File: config.mk
export PLATFORM = sky130hd
export DESIGN_NAME = rr_arbiter4
export DESIGN_NICKNAME = d
export VERILOG_FILES = /design/src/rtl/rr_arbiter4.sv
export SDC_FILE = /design/constraint.sdc
export NUM_CORES = 1
export LEC_CHECK = 0
export CAP_MARGIN = 20
export CORE_MARGIN = 3
export CORE_UTILIZATION = 35
export DETAILED_ROUTE_END_ITERATION = 10
export GPL_ROUTABILITY_DRIVEN = 1
export SLEW_MARGIN = 15
export SYNTH_ARGS = -nofsm -noshare
export SYNTH_HDL_FRONTEND = slang
export SYNTH_SLANG_ARGS = --single-unit
File: constraint.sdc
create_clock -name clk -period 2.62 [get_ports clk]
set_input_delay 0.524 -clock clk [delete_from_list [all_inputs] [get_ports clk]]
set_output_delay 0.524 -clock clk [all_outputs]
set_load 0.02 [all_outputs]
File: src/rtl/rr_arbiter4.sv
// Four-way round-robin arbiter with registered, sticky grants and hold-time preemption.
// Drives a 2-to-4 decoder through gnt_idx/gnt_valid; gnt is the gated decode of both.
module rr_arbiter4 #(
  parameter int MAX_HOLD = 8
) (
  input  logic       clk,
  input  logic       rst,
  input  logic [3:0] req,
  output logic [3:0] gnt,
  output logic [1:0] gnt_idx,
  output logic       gnt_valid
);

  typedef enum logic {IDLE, GRANT} state_e;

  localparam logic [7:0] HOLD_MAX = 8'(MAX_HOLD);

  state_e     state_q, state_d;
  logic [1:0] ptr_q, ptr_d;
  logic [7:0] hold_cnt_q, hold_cnt_d;
  logic [1:0] gnt_idx_q, gnt_idx_d;
  logic [3:0] others;
  logic [1:0] after_owner;

  // First set bit of mask scanning start, start+1, ... with wrap 3->0.
  function automatic logic [1:0] pick(input logic [3:0] mask, input logic [1:0] start);
    logic [1:0] cand;
    pick = start;
    for (int i = 3; i >= 0; i--) begin
      cand = start + 2'(i);
      if (mask[cand]) pick = cand;
    end
  endfunction

  always_comb begin
    // NOTE: every always_comb output gets a default first so no path leaves it unassigned (no latch).
    state_d     = state_q;
    ptr_d       = ptr_q;
    hold_cnt_d  = hold_cnt_q;
    gnt_idx_d   = gnt_idx_q;
    others      = req & ~(4'b0001 << gnt_idx_q);
    after_owner = gnt_idx_q + 2'd1;

    case (state_q)
      IDLE: begin
        if (|req) begin
          state_d    = GRANT;
          gnt_idx_d  = pick(req, ptr_q);
          hold_cnt_d = 8'd1;
        end
      end
      GRANT: begin
        // Release and preemption share the handover path; only release can fall back to IDLE.
        if (!req[gnt_idx_q] || (hold_cnt_q == HOLD_MAX && |others)) begin
          ptr_d = after_owner;
          if (|others) begin
            gnt_idx_d  = pick(others, after_owner);
            hold_cnt_d = 8'd1;
          end else begin
            state_d    = IDLE;
            hold_cnt_d = 8'd0;
          end
        end else if (hold_cnt_q != HOLD_MAX) begin
          hold_cnt_d = hold_cnt_q + 8'd1;
        end
      end
      default: state_d = IDLE;
    endcase
  end

  always_ff @(posedge clk or posedge rst) begin
    // NOTE: sequential state uses non-blocking assignments so all flops update from pre-edge values.
    if (rst) begin
      state_q    <= IDLE;
      ptr_q      <= 2'd0;
      hold_cnt_q <= 8'd0;
      gnt_idx_q  <= 2'd0;
    end else begin
      state_q    <= state_d;
      ptr_q      <= ptr_d;
      hold_cnt_q <= hold_cnt_d;
      gnt_idx_q  <= gnt_idx_d;
    end
  end

  assign gnt_valid = (state_q == GRANT);
  assign gnt_idx   = gnt_idx_q;
  assign gnt       = gnt_valid ? (4'b0001 << gnt_idx_q) : 4'b0000;

endmodule

# --- Word-level counts from Yosys, hierarchy flattened ---
# Index checks and enable logic that the tools add are counted.
word_totals:
  regBits: 13
  inputBits: 6
  out_inout_bits: 7
  wordCells: 79
op_classes:
  addsub: 8
  n_lt_le_gt_ge: 9
  eq_ne: 6
  shifts: 1
  n_mux: 40
  bitwise_logic: 3
  reduce_logical: 8
ops:
  columns: ["op", "n"]
  rows:
  - ["$lt 2x3->1 const B", 9]
  - ["$mux 8", 3]
  - ["$mux 2", 11]
  - ["$bmux 1 s2", 9]
  - ["$pmux 8 s2", 1]
  - ["$mux 1", 13]
  - ["$add 2x2->2 const B", 4]
  - ["$add 8x1->8 const B", 1]
  - ["$eq 8x4->1 const B", 1]
  - ["$ne 8x4->1 const B", 1]
  - ["$reduce_or 4->1", 2]
  - ["$add 2x1->2 const B", 3]
  - ["$and 4x4->4", 1]
  - ["$mux 4", 1]
  - ["$ne 2x1->1 const B", 2]
  - ["$not 4->4", 1]
  - ["$pmux 2 s2", 1]
  - ["$reduce_and 2->1", 2]
  - ["$shl 1x2->4 const A", 1]
  - ["$ne 3x1->1 const B", 1]
  - ["$reduce_and 3->1", 1]
  - ["$ne 2x2->1 const B", 1]
  - ["$pmux 1 s2", 1]
  - ["$logic_and 1x1->1", 1]
  - ["3 further kinds", 3]

# --- Longest topological paths before layout ---
# Gate-level depths: netlist (run 1).
depth:
  ltp_word: 12
  ltp_mapped: 10
  ltp_nobuf: 7

# --- Worst setup path before layout (run 1) ---
# Ideal clock, no wire load.
synth_timing:
  path_kind: "flip-flop to flip-flop"
  start: "register gnt_idx_q[0], in the netlist gnt_idx[0]"
  end: "register gnt_idx_q[1], in the netlist gnt_idx[1]"
  setup_ns: 0.125
  arrival_ns: 2.610
  required_ns: 2.495
  slack_ns: -0.115
  path_stages_with_launch: 11
  n_path_buf: 3
  period_less_slack_ns: 2.735
  cell_sequence: "dfrtp_1 clkbuf_1 buf_1 inv_1 ha_1 clkbuf_1 nor2b_1 o21bai_1 a221oi_1 o32a_1 mux2_2"
synth_between:
  word_cells_on_any_way: 31
  classes_between: "add/sub (4); eq/ne (2); shift (1); mux (17); bitwise (2); reduce/logical (5)"
synth_lines:
  columns: ["item", "line", "rtl"]
  rows:
  - ["start, declared", "21", "logic [1:0] gnt_idx_q, gnt_idx_d;"]
  - ["start signal, assigned", "82", "gnt_idx_q <= gnt_idx_d;"]
  - ["$add 2x1->2 *", "42", "after_owner = gnt_idx_q + 2'd1;"]
  - ["named net after_owner[0]", "23", "logic [1:0] after_owner;"]
  - ["$add 2x2->2", "30", "cand = start + 2'(i);"]
  - ["$bmux 1 s2", "31", "if (mask[cand]) pick = cand;"]
  - ["$mux 1 (not written as such)", "31", null]
  - ["$mux 2 (3 in a row)", "31", null]
  - ["$mux 2 *", "31", null]
  - ["$mux 2 *", "56", "if (|others) begin"]
  - ["$mux 2 *", "54", "if (!req[gnt_idx_q] || (hold_cnt_q == HOLD_MAX && |others)) begin"]
  - ["$pmux 2 s2 *", "44", "case (state_q)"]
# Mark *: on every way through the listed nets, which the timed path passes. The rest lies on a longest branch. The select of a mux whose other input is x is not followed.
# A chain may end at the register's enable or synchronous reset.

# --- Worst setup path after layout (run 1) ---
layout_timing:
  start: "register hold_cnt_q[0]"
  end: "register gnt_idx_q[1], in the netlist gnt_idx[1]"
layout_between:
  elab_chain_cells: 5
layout_rtl:
  columns: ["item", "line", "rtl"]
  rows:
  - ["start, declared", "20", "logic [7:0] hold_cnt_q, hold_cnt_d;"]
  - ["start signal, assigned", "81", "hold_cnt_q <= hold_cnt_d;"]
  - ["$eq 8x4->1", "54", null]
  - ["$logic_and 1x1->1", "54", null]
  - ["$logic_or 1x1->1", "54", null]
  - ["$ne 2x1->1 (no line)", null, null]
  - ["$reduce_and 3->1 (no line)", null, null]
# No other way between the ends.

==> impl_metrics.ini, run 1 <==
[run_status]
status = complete, no violations

[worst_hold_path]
hp-start = hold_cnt_q[7]
min_path_cells = 2
min_delay_worst_endpoint = hold_cnt_q[7]
hp-class = register to register

[finish]
final_cell_mix = o21ai_0, dfrtp_1, clkdlybuf4s50_1, nand2_1, buf_4
final_util_pct = 44.68
multi_input_area_um2 = 784.5
drive_above_1_share_pct = 12.82
nNetsFinal = 169
seq_area_um2 = 325.3
syn_to_final_growth_pct = 19.47
fillerInstances = 315
antenna_cells = 0
design_area_um2 = 1398

[setup_path]
rrSetupSlack_ns = 0.20
r2r_start = hold_cnt_q[0]
critPathArrivalTime_ns = 2.59
rr_endpoint = gnt_idx[1]
path_class = register to register
critPathCaptureType = register
critPathRequiredTime_ns = 2.78
critPathLaunchType = register
r2r_cells = 6
crit_fanout = 5

[clock_network]
post_cts_buffers = 0
cts_resized = 0
clk_pin_slew_ns = 0.08
cts_hold_buffers = 0
cts_sinks = 13
root_buffer = clkbuf_4
clock_latency_ns = 0.27
clock_tree.buffer_depth = 2
cts_buffers = 3
h-tree-depth = 1
cts_tree = yes

[timing]
period_needed_ns = 2.421
tightest_slew_ns = 0.5961
setup_viol = 0
fin_ws_ns = 0.1987
timing.fmax_mhz = 413.0
finalHoldViolations = 0
finalClockSkew_ns = 0.008461
slew_viol_final = 0
relSlewSlack_pct = 59.70
finalCritPeriodShare_pct = 92.42
rsz0062_at_grt = false
setup_tns_ns = 0

[power_and_ir_drop]
p_per_area_nw_per_um2 = 1045
ir_worst_vdd_v = 0.0004866
p_leak_nw = 0.5894

[place]
dp_slack_ns = 0.1718
place_hpwl_um = 2098
place_area_um2 = 1371
routabilityCongestion = 0.8548
portBuffers = 12

[die]
die_y_um = 63.82
die-area_um2 = 4072
initial_core_util_pct = 37.40
io_pins = 13
die_w_um = 63.82
num_rows = 20
coreArea_um2 = 3128

[drt]
met3_length_um = 96
drc = 0
drtPass1Iterations = 4
via_per_inst = 5.650
wl_per_cell_um = 13.93
top_layer = met4
wl_met2_um = 1406
vias = 1130
dr.first_iter.drc_count = 119
m1WireLength_um = 1261
route.antenna.remaining_nets = 0
wl_um = 2785

[logic_synthesis]
ys_seq_area_share_pct = 27.81
syn_inst = 141
ys_ff_latch = 13
synth-edff-count = 0
synthArstFlopShare_pct = 100.0
synthesis.area_um2 = 1170
avgSynthCellArea_um2 = 8.297
ys_warn_count = 0
syn_nets = 153
synthFlopType = dfrtp_1
yosysUniqueCellTypes = 47

[global_route]
grt_pass1_wl_um = 4850
grt_use_total_pct = 14.64
grt_max_degree = 22
grt_pass1_vias = 1080
antenna_found_initial = 0
grt_overflow = 0

[run]
maxCapViolations = 0
==> registers in the layout, indices dropped and copies added, names as in the netlist <==
signal / flops
hold_cnt_q: 8
gnt_idx: 2
ptr_q: 2
gnt_valid: 1
==> routing by layer <==
metal / global-route usage (%) / up-vias
met4: 4.852 / 0
met5: 0 / -
li1: - / 552
met3: 2.109 / 4
met1: 18.08 / 547
met2: 25.81 / 27
==> layout make-up <==
type                       count  area share (%)
multi-input combinational    112           56.13
sequential                    13           23.28
timing repair buffer          20           12.89
tap                           44           3.939
clock buffer                   4           1.880
inverter                       7           1.880
==> worst max-delay path by stage <==
stage,slack [ns],start,cells past startpoint,endpoint
after floorplan,0.007,gnt_idx[0],10,gnt_idx[1]
final,0.20,hold_cnt_q[0],6,gnt_idx[1]
after detailed placement,0.17,req[1],5,gnt_idx[1]
after global placement,0.20,req[2],6,gnt_idx[1]
after global routing,0.03,hold_cnt_q[0],7,hold_cnt_q[5]
after CTS,0.18,hold_cnt_q[0],6,gnt_idx[1]
==> through the flow <==
step / hold slack, ns / cells / power, mW
5_1_grt: 0.5800 / 200 / 1.599
6_report: 0.5353 / 200 / 1.460
4_1_cts: 0.5456 / 200 / 1.476
2_1_floorplan: 0.4010 / 141 / 1.048
3_5_place_dp: 0.5238 / 196 / 1.343
3_3_place_gp: 0.5105 / 196 / 1.328
==> cell families after synthesis <==
family          share of synthesized area, %
buf+inv                                5.134
fa+ha+maj                              6.417
simple gates                           23.21
mux                                    5.668
xor+xnor                               2.246
compound gates                         29.52
flops                                  27.81
==> cells in the mapped netlist, types with 2 or more instances <==
cell       n  area (um^2)
a21boi_0   2        15.01
a21o_1     4        30.03
a21oi_1    6        30.03
a22oi_1    3        22.52
a31oi_1    4        25.02
and2_1     5        31.28
clkbuf_1   8        30.03
dfrtp_1   13        325.3
ha_1       6        75.07
inv_1      7        26.28
mux2_2     3        33.78
nand2_1   11        41.29
nand2b_1   6        37.54
nand3_1    5        25.02
nor2_1     4        15.01
nor2b_1    4        25.02
nor4_1     2        12.51
o21ai_0   13        65.06
o21bai_1   3        22.52
o22ai_1    2        12.51
o31ai_1    2        15.01
o32ai_1    2        17.52
xor2_1     2        17.52
==> critical path: stages, from the launching register on <==
cell and delay, ns:
dfrtp_1 0.43, inv_1 0.09, ha_1 0.15, or4b_1 0.47, or4b_4 0.54, a221o_1 0.36
mux2_2 0.28
==> power by group <==
part | switching, mW | internal [mW]
clock network | 0.0633 | 0.0589
logic | 0.512 | 0.479
registers | 0.0816 | 0.265
total | 0.657 | 0.803
(Power assumes the default switching activity.)
==> run 2, diff against run 1 <==
- ABC_AREA: not set -> 0
==> results of run 2 <==
Final layout, timing and power as in run 1 (identical DEF).
==> run 3, diff against run 2 <==
- CTS_CLUSTER_SIZE: not set -> 25
- REMOVE_ABC_BUFFERS: not set -> 1
==> run 3 against run 2 <==
Against the previous run: first-iteration DRC count down 4.2%; routed wire length up 2.4%; largest power group unchanged; final area down 0.54%; maximum frequency down 2.5%.
==> impl_metrics.ini, run 3 (synthesis results as in run 1) <==
[global_route]
grt_pass1_wl_um = 4671
antenna_found_initial = 0
met3_usage_pct = 1.406
grt_overflow = 0
grt_pass1_vias = 1065
grt_use_met2_pct = 22.06
grt_max_degree = 19
grt_use_total_pct = 14.06
busiest_layer = met2
met1_usage_pct = 20.41

[setup_path]
critPathCaptureType = register
rr_endpoint = hold_cnt_q[5]
critPathRequiredTime_ns = 2.78
r2r_start = hold_cnt_q[0]
crit_fanout = 8
critPathLaunchType = register
path_class = register to register
r2r_cells = 7
rrSetupSlack_ns = 0.14
critPathArrivalTime_ns = 2.64

[die]
io_pins = 13
die_y_um = 63.82
num_rows = 20
initial_core_util_pct = 37.40
die-area_um2 = 4072
coreArea_um2 = 3128
die_w_um = 63.82

[drt]
vias = 1124
wl_per_cell_um = 14.33
via_per_inst = 5.648
drc = 0
wl_um = 2851
drtPass1Iterations = 4
route.antenna.remaining_nets = 0
dr.first_iter.drc_count = 114

[power_and_ir_drop]
power_mw = 1.467
ir_worst_vdd_v = 0.0005068
p_per_area_nw_per_um2 = 1055
p_leak_nw = 0.5851

[timing]
fin_ws_ns = 0.1376
rsz0062_at_grt = false
timing.fmax_mhz = 402.8
setup_tns_ns = 0
finalClockSkew_ns = 0.006601
period_needed_ns = 2.482
tightest_slew_ns = 0.5385
relSlewSlack_pct = 63.59
finalCritPeriodShare_pct = 94.75
setup_viol = 0
finalHoldViolations = 0
slew_viol_final = 0

[place]
routabilityCongestion = 0.8822
portBuffers = 12
place_hpwl_um = 2120
place_area_um2 = 1364
dp_slack_ns = 0.1646

[finish]
nNetsFinal = 168
top_register = hold_cnt_q
largest_reg_flops = 8
final_cell_mix = o21ai_0, dfrtp_1, clkdlybuf4s50_1, nand2_1
fillerInstances = 319
antenna_cells = 0
design_area_um2 = 1390
syn_to_final_growth_pct = 18.82
drive_above_1_share_pct = 12.26

[run]
maxCapViolations = 0

[worst_hold_path]
hp-start = hold_cnt_q[7]
hp-class = register to register
min_delay_worst_endpoint = hold_cnt_q[7]
min_path_cells = 2

[clock_network]
post_cts_buffers = 0
cts_sinks = 13
clk_pin_slew_ns = 0.08
clock_tree.buffer_depth = 2
cts_resized = 0
cts_hold_buffers = 0
h-tree-depth = 1
clock_latency_ns = 0.27
cts_tree = yes
root_buffer = clkbuf_4
cts_buffers = 3

[run_status]
status = complete, no violations
-- run 3: cell types whose count changed in the layout (fill, tap and decap cells not counted), sizes merged --
cell	previous run	this run
buf	8	7
-- run 3: power by group --
| group | switching [mW] | internal (mW) |
|---|---|---|
| Clock | 0.0632 | 0.0588 |
| Combinational | 0.510 | 0.472 |
| Sequential | 0.0981 | 0.264 |
-- run 3: worst max-delay path by stage --
stage               endpoint           from  slack (ns)
6_report       hold_cnt_q[5]  hold_cnt_q[0]        0.14
5_1_grt        hold_cnt_q[5]  hold_cnt_q[0]        0.07
4_1_cts           gnt_idx[1]  hold_cnt_q[0]        0.16
3_5_place_dp      gnt_idx[0]         req[3]        0.16
3_3_place_gp      gnt_idx[1]  hold_cnt_q[0]        0.19
2_1_floorplan     gnt_idx[1]     gnt_idx[0]        0.19
-- run 3: metrics by stage --
step	instances	hold WS [ns]	utilization [%]
6_report	199	0.5292	44.44
5_1_grt	199	0.5599	44.44
4_1_cts	199	0.5371	44.44
3_5_place_dp	195	0.5192	43.60
3_3_place_gp	195	0.5077	43.60
2_1_floorplan	132	0.4010	-
-- run 3: metal layers --
| layer | routed length [um] | vias up |
|---|---|---|
| met5 | 0 | - |
| met4 | 20 | 0 |
| met3 | 119 | 2 |
| met2 | 1329 | 26 |
| met1 | 1382 | 540 |
| li1 | - | 556 |
-- run 3: final cells by class --
type | count | area (um^2) | area share [%]
multi-input cells | 112 | 784.5 | 56.44
flip-flops and latches | 13 | 325.3 | 23.40
repair buffers | 19 | 172.7 | 12.42
well taps | 44 | 55.05 | 3.960
clock buffers | 4 | 26.28 | 1.890
inverters | 7 | 26.28 | 1.890
-- run 3: critical path, stage by stage (launching register included) --
cell	delay, ns
dfrtp_1	0.44
inv_1	0.10
ha_1	0.15
or4b_1	0.48
or4b_4	0.54
o21ai_2	0.30
o21ai_0	0.16
a21o_1	0.19
